--- config.mk ---
export PLATFORM = sky130hd
export DESIGN_NAME = cam_sccb_config
export DESIGN_NICKNAME = d
export VERILOG_FILES = /design/src/rtl/cam_sccb_config.sv
export SDC_FILE = /design/constraint.sdc
export NUM_CORES = 1
export LEC_CHECK = 0
export ABC_AREA = 0
export CORE_MARGIN = 2
export CORE_UTILIZATION = 28
export CTS_CLUSTER_SIZE = 24
export DETAILED_ROUTE_END_ITERATION = 8
export PLACE_DENSITY = 0.41
export SETUP_SLACK_MARGIN = 0.15
export SLEW_MARGIN = 0
export SYNTH_ARGS = -nofsm -noshare
export SYNTH_HDL_FRONTEND = slang
export SYNTH_SLANG_ARGS = --single-unit
--- constraint.sdc ---
create_clock -name clk -period 4.5 [get_ports clk]
set_input_delay 0.9 -clock clk [delete_from_list [all_inputs] [get_ports clk]]
set_output_delay 0.9 -clock clk [all_outputs]
set_load 0.01 [all_outputs]
--- src/rtl/cam_sccb_config.sv ---
// OV7670 register-configuration master: walks a {reg, value} list from a synchronous ROM
// and writes each entry over SCCB as a 3-phase write, then raises cam_done.
module cam_sccb_config #(
  parameter int         CLK_FREQ     = 25_000_000,
  parameter int         SCCB_FREQ    = 100_000,
  parameter logic [7:0] DEV_ADDR     = 8'h42,
  parameter int         ADDR_W       = 8,
  parameter int         DELAY_CYCLES = CLK_FREQ / 100
) (
  input  logic              clk,
  input  logic              rst,
  input  logic              restart,
  output logic [ADDR_W-1:0] rom_addr,
  input  logic [15:0]       rom_data,
  output logic              sioc,
  output logic              siod_out,
  output logic              siod_oe,
  output logic              busy,
  output logic              cam_done
);

  localparam int QTR_RAW = CLK_FREQ / (4 * SCCB_FREQ);
  localparam int QTR     = (QTR_RAW < 1) ? 1 : QTR_RAW;
  localparam int QW      = (QTR > 1) ? $clog2(QTR) : 1;
  localparam int DW      = (DELAY_CYCLES > 1) ? $clog2(DELAY_CYCLES) : 1;
  localparam logic [QW-1:0]     QTR_LAST  = QW'(QTR - 1);
  localparam logic [DW-1:0]     DLY_LAST  = DW'(DELAY_CYCLES - 1);
  localparam logic [ADDR_W-1:0] ADDR_LAST = '1;

  typedef enum logic [2:0] {
    S_FETCH, S_DECODE, S_START, S_BITS, S_STOP, S_GAP, S_DELAY, S_DONE
  } state_t;

  // Bits 8, 17 and 26 are the slave's don't-care acknowledge slots.
  function automatic logic dc_bit(input logic [4:0] b);
    return (b == 5'd8) || (b == 5'd17) || (b == 5'd26);
  endfunction

  state_t              state_r, state_s;
  logic                fetch_wait_r, fetch_wait_s;
  logic [QW-1:0]       qcnt_r, qcnt_s;
  logic [1:0]          q_r, q_s;
  logic [4:0]          bit_r, bit_s;
  logic [23:0]         shift_r, shift_s;
  logic [DW-1:0]       dly_r, dly_s;
  logic [ADDR_W-1:0]   rom_addr_r, rom_addr_s;
  logic                sioc_r, sioc_s, siod_r, siod_s, oe_r, oe_s;
  logic                busy_r, busy_s, done_r, done_s;
  logic                tick_s, bus_s, advance_s;

  assign tick_s = (qcnt_r == QTR_LAST);
  assign bus_s  = state_r inside {S_START, S_BITS, S_STOP, S_GAP};

  // Next-state sequencing and registered bus levels derived from the next state.
  always_comb begin
    state_s      = state_r;
    fetch_wait_s = fetch_wait_r;
    q_s          = q_r;
    bit_s        = bit_r;
    shift_s      = shift_r;
    dly_s        = DW'(0);
    rom_addr_s   = rom_addr_r;
    advance_s    = 1'b0;
    if (bus_s && !tick_s) qcnt_s = qcnt_r + QW'(1);
    else                  qcnt_s = QW'(0);

    case (state_r)
      S_FETCH: begin
        if (fetch_wait_r) begin
          state_s      = S_DECODE;
          fetch_wait_s = 1'b0;
        end else begin
          fetch_wait_s = 1'b1;
        end
      end
      S_DECODE: begin
        if (rom_data == 16'hFFFF) begin
          state_s = S_DONE;
        end else if (rom_data == 16'hFFF0) begin
          state_s = S_DELAY;
        end else begin
          shift_s = {DEV_ADDR, rom_data};
          state_s = S_START;
          q_s     = 2'd0;
          bit_s   = 5'd0;
        end
      end
      S_START: begin
        if (tick_s && q_r == 2'd1) begin
          state_s = S_BITS;
          q_s     = 2'd0;
        end else if (tick_s) begin
          q_s = q_r + 2'd1;
        end else begin
          q_s = q_r;
        end
      end
      S_BITS: begin
        if (tick_s && q_r == 2'd3) begin
          q_s = 2'd0;
          if (!dc_bit(bit_r)) shift_s = {shift_r[22:0], 1'b0};
          else                shift_s = shift_r;
          if (bit_r == 5'd26) state_s = S_STOP;
          else                bit_s   = bit_r + 5'd1;
        end else if (tick_s) begin
          q_s = q_r + 2'd1;
        end else begin
          q_s = q_r;
        end
      end
      S_STOP: begin
        if (tick_s && q_r == 2'd2) begin
          state_s = S_GAP;
          q_s     = 2'd0;
        end else if (tick_s) begin
          q_s = q_r + 2'd1;
        end else begin
          q_s = q_r;
        end
      end
      S_GAP: begin
        if (tick_s && q_r == 2'd3) advance_s = 1'b1;
        else if (tick_s)           q_s = q_r + 2'd1;
        else                       q_s = q_r;
      end
      S_DELAY: begin
        if (dly_r == DLY_LAST) advance_s = 1'b1;
        else                   dly_s     = dly_r + DW'(1);
      end
      S_DONE: begin
        if (restart) begin
          state_s      = S_FETCH;
          rom_addr_s   = '0;
          fetch_wait_s = 1'b0;
        end else begin
          state_s = S_DONE;
        end
      end
      default: state_s = S_FETCH;
    endcase

    // The last list slot ends the run rather than wrapping the address.
    if (advance_s) begin
      if (rom_addr_r == ADDR_LAST) begin
        state_s = S_DONE;
      end else begin
        rom_addr_s   = rom_addr_r + ADDR_W'(1);
        state_s      = S_FETCH;
        fetch_wait_s = 1'b0;
      end
    end else begin
      rom_addr_s = rom_addr_s;
    end

    sioc_s = 1'b1;
    siod_s = 1'b1;
    oe_s   = 1'b1;
    busy_s = 1'b1;
    done_s = 1'b0;
    case (state_s)
      S_START: siod_s = (q_s == 2'd0);
      S_BITS: begin
        sioc_s = q_s[1];
        if (dc_bit(bit_s)) begin
          siod_s = 1'b1;
          oe_s   = 1'b0;
        end else begin
          siod_s = shift_s[23];
          oe_s   = 1'b1;
        end
      end
      S_STOP: begin
        sioc_s = (q_s != 2'd0);
        siod_s = (q_s == 2'd2);
      end
      S_DONE: begin
        busy_s = 1'b0;
        done_s = 1'b1;
      end
      default: begin
        sioc_s = 1'b1;
        siod_s = 1'b1;
      end
    endcase
  end

  // State and output registers; reset forces idle bus levels immediately.
  always_ff @(posedge clk or posedge rst) begin
    if (rst) begin
      state_r      <= S_FETCH;
      fetch_wait_r <= 1'b0;
      qcnt_r       <= QW'(0);
      q_r          <= 2'd0;
      bit_r        <= 5'd0;
      shift_r      <= 24'd0;
      dly_r        <= DW'(0);
      rom_addr_r   <= '0;
      sioc_r       <= 1'b1;
      siod_r       <= 1'b1;
      oe_r         <= 1'b1;
      busy_r       <= 1'b0;
      done_r       <= 1'b0;
    end else begin
      state_r      <= state_s;
      fetch_wait_r <= fetch_wait_s;
      qcnt_r       <= qcnt_s;
      q_r          <= q_s;
      bit_r        <= bit_s;
      shift_r      <= shift_s;
      dly_r        <= dly_s;
      rom_addr_r   <= rom_addr_s;
      sioc_r       <= sioc_s;
      siod_r       <= siod_s;
      oe_r         <= oe_s;
      busy_r       <= busy_s;
      done_r       <= done_s;
    end
  end

  assign rom_addr = rom_addr_r;
  assign sioc     = sioc_r;
  assign siod_out = siod_r;
  assign siod_oe  = oe_r;
  assign busy     = busy_r;
  assign cam_done = done_r;

endmodule

Yosys cells after proc, flatten, opt, wreduce, memory -nomap -nowiden
Cells that the tools add are included.

word-level totals
  memories = 0
  bits in writable memories = 0
  word-level logic and storage cells = 115
  ROM bits = 0
  output and inout port bits = 13
  flip-flop bits (word level) = 72
  latch bits = 0

operators by class
  shift-type cells = 0
  reduce and logical (&&, ||, !) cells = 15
  bitwise operators = 0
  $lt $le $gt $ge = 0
  equality and inequality tests = 30
  muxes and demuxes = 51
  div/mod/pow operators = 0
  $add $sub $neg = 5
  multiply operators = 0

operators by type and width
  kind                     count
  $mux W24                 4
  $pmux W24 S2             1
  $mux W18                 2
  $eq A16 B16 Y1 const B   2
  $mux W8                  4
  $mux W3                  10
  $eq A5 B5 Y1 const B     4
  $mux W5                  4
  $add A18 B1 Y18 const B  1
  $eq A18 B18 Y1 const B   1
  $eq A3 B3 Y1 const B     6
  $pmux W3 S6              1
  $mux W2                  7
  $eq A3 B2 Y1 const B     4
  $mux W1                  11
  $eq A5 B4 Y1 const B     2
  $pmux W2 S5              1
  $pmux W5 S2              1
  $add A8 B1 Y8 const B    1
  $eq A8 B8 Y1 const B     1
  $add A6 B1 Y6 const B    1
  $eq A2 B2 Y1 const B     3
  $eq A6 B6 Y1 const B     1
  $mux W6                  1
  16 further kinds         27

Longest topological paths before layout
Gate-level depths: netlist (run 1).

  word-level depth = 9
  gate-level depth with buffers = 11

Least setup slack after synthesis (run 1)
OpenSTA, ideal clock, no wires.

  path type = input to register
  start = input port rom_data[0]
  end = register siod_r (netlist: siod_out)
  library setup time = 0.091 ns
  slack = 1.875 ns
  data arrival time = 2.534 ns
  cell stages on the path = 8
  cell sequence = or4_1 > nand2_1 > a21oi_2 > or2_4 > a31oi_4 > and4bb_1 > o2111ai_2 > o211ai_1

between the ends
  cells in the longest elaborated chain, start to end = 9
  elaborated cells on any way between the ends = 27

RTL lines
  what                                                 line  source
  start: declaration                                   14    input logic [15:0] rom_data,
  $eq A16 B16 Y1                                       79    end else if (rom_data == 16'hFFF0) begin
  $mux W5                                              79
  $mux W5 (*)                                          77    if (rom_data == 16'hFFFF) begin
  $pmux W5 S2 (*)                                      67    case (state_r)
  via bit_s[3]                                         43    logic [4:0] bit_r, bit_s;
  $eq A5 B4 Y1 / $eq A5 B5 Y1 (equally long branches)  36    return (b == 5'd8) || (b == 5'd17) || (b == 5'd26);
  $logic_or A1 B1 Y1                                   36
  $logic_or A1 B1 Y1 (*)                               36
  $mux W1 (*)                                          164   if (dc_bit(bit_s)) begin
  $pmux W1 S3 (*)                                      160   case (state_s)
  via siod_s                                           47    logic sioc_r, sioc_s, siod_r, siod_s, oe_r, oe_s;
  end signal: assignment                               213   siod_r <= siod_s;
  end: declaration                                     47

Mark *: on every way through the listed nets, which the timed path passes. The rest lies on a longest branch. The select of a mux whose other input is x is not followed.
A chain may end at the register's enable or synchronous reset.

Final worst setup path (run 1)
  start = input port rom_data[14]
  end = register siod_r (netlist: siod_out)

Same word-level chain as after synthesis.

==> impl_metrics.json, run 1 <==
{
  "status": "finished clean",
  "post-cts-setup-buffers": 0,
  "grt_remaining_overflow": 0,
  "gr-usage-met1_pct": 19.0,
  "critPathArrivalTime_ns": 3.30,
  "timing.hold.ws_ns": 0.456,
  "synth_area_um2": 3860,
  "rsz0062_at_grt": "false",
  "crit_fanout": 10,
  "grt_pass1_wl_um": 15700,
  "gp_congestion": 0.788,
  "drive_gt1_share_pct": 9.64,
  "antenna_cells": 0,
  "worstSetupEndpointType": "flop",
  "synth_edf_count": 0,
  "fin_skew_ns": 0.00567,
  "p_switching_uw": 966,
  "hold_start": "dly_r[0]",
  "synth.avg_cell_area_um2": 9.48,
  "worstReg2RegStart": "state_r[2]",
  "criticalPathCategory": "input port to flop",
  "core_um2": 13300,
  "relSlewSlack_pct": 31.6,
  "cap_violations": 0,
  "finalSetupViolCount": 0,
  "fillers": 1372,
  "start_util_pct": 28.9,
  "r2r_cells": 9,
  "cts_tree": "done",
  "synth_cell_types": 68,
  "finalHoldViolCount": 0,
  "postRouteWirelength_um": 9210,
  "worst_pin_slew_ns": 1.02,
  "grt_usage_pct": 13.7,
  "ctsResizeCount": 0,
  "grt_start_max_net_pins": 48,
  "grt_pass1_vias": 2997,
  "slew_violations": 0,
  "synth_area_leaders": "dfrtp_1 (45%), nand2_1 (5.7%), ha_1 (4.2%)",
  "io_pins": 32,
  "cp.required_ns": 4.76,
  "critPathLaunchType": "input port",
  "core.rowCount": 42,
  "yosys_warnings": 0,
  "yosys-top-cells-count": "dfrtp_1 (69), nand2_1 (59), nor2_1 (39)",
  "die_x_um": 121,
  "async_flop_share_pct": 100,
  "r2r_slack_ns": 1.67,
  "cts.clk_slew.worst_paths_ns": 0.06,
  "wl_per_cell_um": 14.8,
  "nets": 473,
  "syn_to_final_growth_pct": 20.8,
  "period_minus_slack_ns": 3.05,
  "cts.htree.levels": 3,
  "multi_input_area_um2": 1920,
  "critPathCapture": "siod_out",
  "yosysMostFrequentCell": "dfrtp_1",
  "grt.met3_usage_pct": 3.57,
  "die_h_um": 121,
  "hp-class": "flop to flop",
  "antenna_left": 0,
  "dieArea_um2": 14700,
  "cts.sinks": 72,
  "cts_buffer_depth": 2,
  "grt_use_met2_pct": 20.4,
  "insertion_delay_ns": 0.34,
  "yosysSeqAreaShare_pct": 46.8,
  "cellPowerDensity_nw_per_um2": 555,
  "drt-initial-drc-count": 182,
  "io_buffers": 31,
  "synthCells": 407,
  "first_pass_iters": 4,
  "top_usage_layer": "met2",
  "syn_nets": 439,
  "seq_power_share_pct": 38.8,
  "timing.final.crit_share_pct": 67.7,
  "root_buffer": "clkbuf_16",
  "p_sw_share_pct": 37.3,
  "reg2reg_to": "busy",
  "yosysTopAreaCell": "dfrtp_1",
  "p_clk_share_pct": 26.6,
  "pwr-share-comb_pct": 34.5,
  "p_leak_nw": 1.94,
  "tns_ns": 0,
  "antenna_found_initial": 0,
  "netlist.area_leader.share_pct": 44.7,
  "numCtsBuffers": 9,
  "cts_hold_buffers": 0,
  "seqCellArea_um2": 1810,
  "max_freq_mhz": 328,
  "via_per_inst": 4.91,
  "drc_errors": 0,
  "synthFlopType": "dfrtp_1",
  "synth-seq-cells": 72,
  "peakVddDrop_mv": 0.255,
  "num_vias": 3053,
  "p_int_mw": 1.62,
  "worstSetupStartpoint": "rom_data[14]",
  "dp_hpwl_um": 6490,
  "final_util_pct": 34.9
}
metrics by stage:
stage	power, mW	worst slack [ns]	std cells	cell area [um^2]
after global placement	1.91	1.16	606	4370
after global routing	2.79	1.19	622	4660
after detailed placement	1.91	1.07	606	4370
final	2.59	1.45	622	4660
after floorplan	1.60	1.78	407	3860
after CTS	2.62	1.41	622	4660
power groups by stage:
stage | logic [mW] | registers (mW) | clock network, mW
2_1_floorplan | 0.652 | 0.949 | 0
3_3_place_gp | 0.895 | 1.02 | 0
3_5_place_dp | 0.894 | 1.01 | 0
4_1_cts | 0.899 | 1.00 | 0.715
5_1_grt | 1.01 | 1.04 | 0.742
6_report | 0.894 | 1.01 | 0.689
worst max-delay path, cell delays in order:
cell and delay, ns:
clkdlybuf4s50_1 0.48, nand4_1 0.14, nor3_1 0.40, a21oi_2 0.19
buf_4 0.21, o31ai_2 0.32, xor2_1 0.11, nor3b_1 0.24
o2111ai_2 0.15, o211ai_1 0.15
final cells by class:
class | instances | share of cell area (%)
timing repair buffer | 37 | 7.63
tap | 176 | 4.73
multi-input combinational | 302 | 41.2
sequential | 72 | 38.7
clock buffer | 13 | 5.80
clock inverter | 3 | 0.322
inverter | 19 | 1.53
state kept, by name (all words and copies together) (netlist names):
register,count
q_r,2
bit_r,5
rom_addr,8
sioc,1
fetch_wait_r,1
state_r,3
siod_out,1
siod_oe,1
busy,1
cam_done,1
shift_r,24
qcnt_r,6
dly_r,18
logic make-up after synthesis:
kind of cell	count (synthesis)	synth area share, %
compound gates	85	16.1
xor+xnor	20	4.54
fa+ha+maj	13	4.22
buf+inv	33	3.40
flops	72	46.8
mux	4	1.10
simple gates	180	23.9
how the worst min path moves through the flow:
stage                    end  slack, ns  depth (start not counted)
floorplan           dly_r[0]       0.43                          1
global placement    dly_r[0]       0.45                          1
detailed placement  dly_r[0]       0.46                          1
CTS                 dly_r[0]       0.46                          1
global route        dly_r[0]       0.47                          1
finish              dly_r[0]       0.46                          1
cells in the final DEF, fill, tap and decap left out, types with 11 or more instances in the layout:
master | synthesis | routed
dfrtp_1 | 69 | 69
xnor2_1 | 11 | 11
a21oi_1 | 11 | 11
a22oi_1 | 17 | 17
ha_1 | 13 | 13
o21ai_0 | 16 | 16
nand3_1 | 20 | 20
inv_1 | 18 | 17
clkdlybuf4s50_1 | 0 | 31
nand4_1 | 12 | 12
nor2_1 | 39 | 39
nand2_1 | 59 | 59
layer usage:
layer,vias up,part of all wire [%]
li1,1523,-
met1,1455,51
met4,0,1.5
met2,65,44
met5,-,0
met3,10,4.0
No activity file was read; power rests on OpenSTA's default activity.
==> run 2: changes to the inputs <==
- PLACE_DENSITY: 0.41 -> 0.43
- clock period: 4.5 -> 2.49 ns (I/O delays scaled with it)
==> run 2 against run 1 <==
Setup slack lost 1.3 ns. Critical path type is now flop to flop. Critical path depth shrank 1. Non-clock buffer count grew 46. Clock power grew 76%. Sequential share of layout area shrank 4.7 points. Flip-flop and latch count is the same. Critical endpoint unchanged. Via count grew 8.2%.
==> impl_metrics.json, run 2 (synthesis gave the netlist of run 1 again) <==
{
  "critPathLaunchType": "flop",
  "mostFrequentLayoutCell": "dfrtp_1",
  "grt_remaining_overflow": 0,
  "m1WireLength_um": 4770,
  "insertion_delay_ns": 0.34,
  "numCtsBuffers": 9,
  "p_switching_mw": 1.99,
  "via_per_inst": 4.94,
  "first_pass_iters": 4,
  "peakVddDrop_mv": 0.308,
  "drc_errors": 0,
  "setup_ws_ns": 0.172,
  "worstSetupEndpointType": "flop",
  "largest_register": "shift_r",
  "seqCellArea_um2": 1810,
  "core.rowCount": 42,
  "grt_pass1_wl_um": 16000,
  "power_mw": 5.23,
  "dieArea_um2": 14700,
  "criticalPathCategory": "flop to flop",
  "timing.final.crit_share_pct": 93.1,
  "cts.clk_slew.worst_paths_ns": 0.06,
  "fillers": 1375,
  "pwr-share-comb_pct": 43.3,
  "p_clk_share_pct": 23.2,
  "start_util_pct": 28.9,
  "gp_congestion": 0.779,
  "wl_per_cell_um": 14.5,
  "tns_ns": 0,
  "path_cells": "ha_4, mux2_2, a31oi_4, a2bb2oi_4, nor4b_4, nor2b_4, o22ai_4, xnor2_2, o211ai_1",
  "period_minus_slack_ns": 2.32,
  "drive_gt1_share_pct": 25.8,
  "worst_pin_slew_ns": 0.588,
  "status": "finished clean",
  "die_x_um": 121,
  "cap_violations": 0,
  "grt_usage_pct": 13.9,
  "dr_wl_met2_um": 4480,
  "timing.hold.ws_ns": 0.433,
  "critPathArrivalTime_ns": 2.57,
  "hp-class": "input port to flop",
  "fin_skew_ns": 0.00913,
  "p_int_mw": 3.24,
  "root_buffer": "clkbuf_16",
  "antenna_found_initial": 0,
  "max_freq_mhz": 431,
  "antenna_left": 0,
  "crit_fanout": 5,
  "top_layer": "met4",
  "syn_to_final_growth_pct": 38.0,
  "finalHoldViolCount": 0,
  "cts_tree": "done",
  "rsz0062_at_grt": "true",
  "cp.required_ns": 2.74,
  "cp_top_family": "compound AO/OA/AOI/OAI gates",
  "cts.sinks": 72,
  "antenna_cells": 0,
  "largest_reg_flops": 24,
  "core_um2": 13300,
  "io_buffers": 31,
  "cellPowerDensity_nw_per_um2": 982,
  "num_vias": 3303,
  "postRouteWirelength_um": 9700,
  "grt_pass1_vias": 3150,
  "relSlewSlack_pct": 60.7,
  "nets": 519,
  "met3_length_um": 322,
  "p_sw_share_pct": 38.0,
  "drt-initial-drc-count": 186,
  "io_pins": 32,
  "cts_buffer_depth": 2,
  "layout_common_cells": "dfrtp_1 (63), nand2_1 (57), buf_4 (50), nor2_1 (37), nand3_1 (19)",
  "grt_start_max_net_pins": 73,
  "crit_buf_inv": 0,
  "p_leak_nw": 2.30,
  "die_h_um": 121,
  "cts.htree.levels": 3,
  "cts_hold_buffers": 0,
  "slew_violations": 0,
  "cp_slowest_cell": "dfrtp_2",
  "dp_hpwl_um": 6490,
  "crit_path_max_incr_delay_ns": 0.45,
  "seq_power_share_pct": 33.5,
  "pre_cts_ws_ns": -0.292,
  "multi_input_area_um2": 2220,
  "finalSetupViolCount": 0
}
==> run 2: cell count changes in the layout (fill, tap and decap cells not counted), sizes merged <==
cell / before / now
buf: 6 / 52
clkinv: 3 / 2
dlygate4sd2: 0 / 10
clkbuf: 13 / 11
clkinvlp: 0 / 3
dlymetal6s2s: 0 / 6
clkdlybuf4s50: 31 / 15
==> run 2: worst paths after layout <==
path | slack (ns) | depth (start not counted) | from | to
min reg2reg | 0.47 | 1 | dly_r[0] | dly_r[0]
min | 0.43 | 3 | rom_data[13] | shift_r[13]
max reg2reg | 0.17 | 9 | q_r[0] | siod_out
max | 0.17 | 9 | q_r[0] | siod_out
max in group asynchronous | 1.58 | 3 | rst | sioc
min in group asynchronous | 0.56 | 3 | rst | shift_r[14]
==> run 2: routing by layer <==
metal | track usage [%] | vias to the layer above
li1 | - | 1617
met1 | 18.8 | 1610
met2 | 21.6 | 65
met3 | 4.18 | 11
met4 | 3.88 | 0
met5 | 0 | -
==> run 2: power by group through the flow <==
stage	sequential (mW)	clock (mW)	combinational (mW)
3_3_place_gp	1.75	0	1.89
3_5_place_dp	1.75	0	1.89
4_1_cts	1.73	1.27	2.02
2_1_floorplan	1.71	0	1.18
5_1_grt	1.79	1.31	2.51
6_report	1.75	1.21	2.27
==> run 2: stage by stage <==
step	utilization, %	area (um^2)	cells
2_1_floorplan	-	3860	407
5_1_grt	39.9	5320	668
3_3_place_gp	34.8	4640	640
3_5_place_dp	34.8	4640	640
6_report	39.9	5320	668
4_1_cts	37.6	5010	658
==> run 2: cell type report <==
type / count / area share [%]
inverter: 19 / 1.34
multi-input combinational: 302 / 41.8
clock buffer: 11 / 4.56
timing repair buffer: 83 / 13.5
tap: 176 / 4.14
sequential: 72 / 34.1
clock inverter: 5 / 0.611
==> run 2: worst reg2reg max path, delay by kind of cell (launching register included) <==
family                   cells  cell delay [ns]
AO/OA/AOI/OAI                4             0.62
AND/OR/NAND/NOR              2             0.52
flip-flops                   1             0.45
multiplexers                 1             0.29
adder cells (fa/ha/maj)      1             0.19
XOR/XNOR                     1             0.16
==> run 2: timing repair <==
action | 4_1_cts | 5_1_grt
gates cloned | 0 | 0
pin swaps | 14 | 19
setup buffers | 2 | 10
endpoints found under the setup margin | 5 | 10
gates resized for setup | 28 | 52
==> run 3: changes to the inputs <==
- CORE_MARGIN: 2 -> 10
==> run 3 against run 2 <==
Utilization rose by 0.31 points. Design area rose by 0.78%. Hold slack improved by 0.0075 ns. Sequential power barely moved. Highest routed layer unchanged. Largest power group unchanged. Critical path depth fell by 1. Routed wire length rose by 4.1%. Flip-flop and latch count did not move. Die area rose by 28%.
==> impl_metrics.json, run 3 (synthesis gave the netlist of run 1 again) <==
{
  "grt_start_max_net_pins": 32,
  "mostFrequentLayoutCell": "dfrtp_1",
  "antenna_cells": 0,
  "r2r_cells": 8,
  "place_area_um2": 4690,
  "cts_buffer_depth": 2,
  "dp_hpwl_um": 7040,
  "syn_to_final_growth_pct": 39.0,
  "multi_input_area_um2": 2170,
  "gp_congestion": 0.809,
  "pre_cts_ws_ns": -0.297,
  "worstSetupEndpointType": "flop",
  "cp_slowest_cell": "or4_1",
  "io_pins": 32,
  "drive_gt1_share_pct": 27.2,
  "postRouteWirelength_um": 10100,
  "insertion_delay_ns": 0.34,
  "tns_ns": 0,
  "via_per_inst": 4.96,
  "layout_common_cells": "dfrtp_1 (63), nand2_1 (56), buf_4 (55), nor2_1 (36), nand3_1 (20)",
  "core_um2": 13300,
  "rsz0062_at_grt": "true",
  "seqCellArea_um2": 1810,
  "cellPowerDensity_nw_per_um2": 978,
  "cts.clk_slew.worst_paths_ns": 0.06,
  "root_buffer": "clkbuf_16",
  "whs_endpoint": "shift_r[9]",
  "cp_top_family": "simple AND/OR/NAND/NOR gates",
  "r2r_slack_ns": 0.19,
  "slew_violations": 0,
  "core.rowCount": 42,
  "drt-initial-drc-count": 196,
  "nets": 526,
  "cts.sinks": 72,
  "die_h_um": 137,
  "largest_register": "shift_r",
  "finalHoldViolCount": 0,
  "drc_errors": 0,
  "crit_path_max_incr_delay_ns": 0.60,
  "timing.final.crit_share_pct": 92.2,
  "dieArea_um2": 18900,
  "grt_usage_pct": 11.1,
  "hold_start": "rom_data[9]",
  "cap_violations": 0,
  "num_vias": 3337,
  "finalSetupViolCount": 0,
  "antenna_found_initial": 0,
  "relSlewSlack_pct": 67.4,
  "cts_tree": "done",
  "peakVddDrop_mv": 0.463,
  "hp-class": "input port to flop",
  "reg2reg_to": "siod_oe",
  "crit_fanout": 7,
  "io_buffers": 31,
  "critPathArrivalTime_ns": 2.57,
  "p_leak_nw": 2.36,
  "numCtsBuffers": 9,
  "setup_ws_ns": 0.194,
  "period_minus_slack_ns": 2.30,
  "grt_pass1_vias": 3354,
  "fin_skew_ns": 0.00799,
  "antenna_left": 0,
  "worstReg2RegStart": "state_r[1]",
  "timing.hold.ws_ns": 0.441,
  "critPathLaunchType": "flop",
  "start_util_pct": 28.9,
  "grt_pass1_wl_um": 16800,
  "criticalPathCategory": "flop to flop",
  "path_cells": "buf_4, nand3b_1, or4_1, o211ai_4, buf_4, and4bb_1, o2111ai_2, buf_4",
  "grt_remaining_overflow": 0,
  "wl_per_cell_um": 15.0,
  "worst_pin_slew_ns": 0.488,
  "cts_hold_buffers": 0,
  "largest_reg_flops": 24,
  "hold_depth": 3,
  "cp.required_ns": 2.76,
  "stdcell_area_um2": 5370,
  "worst-path-stages": 8,
  "die_x_um": 137,
  "first_pass_iters": 4,
  "final_util_pct": 40.2,
  "cts.htree.levels": 3,
  "max_freq_mhz": 435,
  "crit_buf_inv": 3,
  "status": "finished clean",
  "path_common_cell": "buf_4",
  "fillers": 1366
}
## run 3: cell types whose count changed in the layout (fill, tap and decap cells not counted), moves of 2 or more
cell            before  now
dlygate4sd2_1       10    4
dlymetal6s2s_1       6   12
buf_4               50   55
o21ai_1              4    0
clkinvlp_4           3    1
ha_2                 0    2
nor2_2               0    2
o21ai_0             13   15
o21ai_2              0    2
## run 3: metrics by stage
stage               power (mW)  instances
floorplan                 2.89        407
CTS                       5.07        665
global placement          3.65        645
detailed placement        3.66        645
finish                    5.25        673
global route              5.66        673
## run 3: how the worst max path moves through the flow
stage	start	to	slack [ns]
floorplan	rst	bit_r[0]	0.17
global placement	rom_data[15]	siod_out	-0.27
detailed placement	rom_data[15]	busy	-0.30
CTS	rom_data[0]	siod_out	0.15
global route	q_r[1]	siod_out	0.12
finish	state_r[1]	siod_oe	0.19
## run 3: per-layer routing
metal,GRT usage (%),up-vias,wire length [um]
met3,2.51,14,338
met5,0,-,0
li1,-,1619,-
met4,4.92,0,176
met1,14.7,1658,4960
met2,17.0,46,4620
## run 3: cell type report
class                           instances  area share (%)
Sequential cell                        72            33.8
Multi-Input combinational cell        302            40.4
Clock inverter                          4           0.886
Clock buffer                           10            4.27
Tap cell                              176            4.10
Inverter                               19            1.33
Timing Repair Buffer                   90            15.2
## run 3: timing repair
| item | 4_1_cts | 5_1_grt |
|---|---|---|
| setup endpoints to repair | 5 | 9 |
| gates resized for setup | 18 | 56 |
| pin swaps | 11 | 20 |
| buffers inserted | 6 | 8 |
## run 3: worst reg2reg max path, stage by stage (launching register included)
cell and delay [ns]:
dfrtp_1 0.41, buf_4 0.18, nand3b_1 0.24, or4_1 0.60
o211ai_4 0.14, buf_4 0.14, and4bb_1 0.21, o2111ai_2 0.15
buf_4 0.16
## run 3: report_power, final
group	internal [mW]	switching, mW	leakage, nW	total (mW)
clock	0.761	0.487	0.134	1.25
combinational	1.06	1.20	1.30	2.25
sequential	1.48	0.269	0.928	1.75
total	3.30	1.95	2.36	5.25
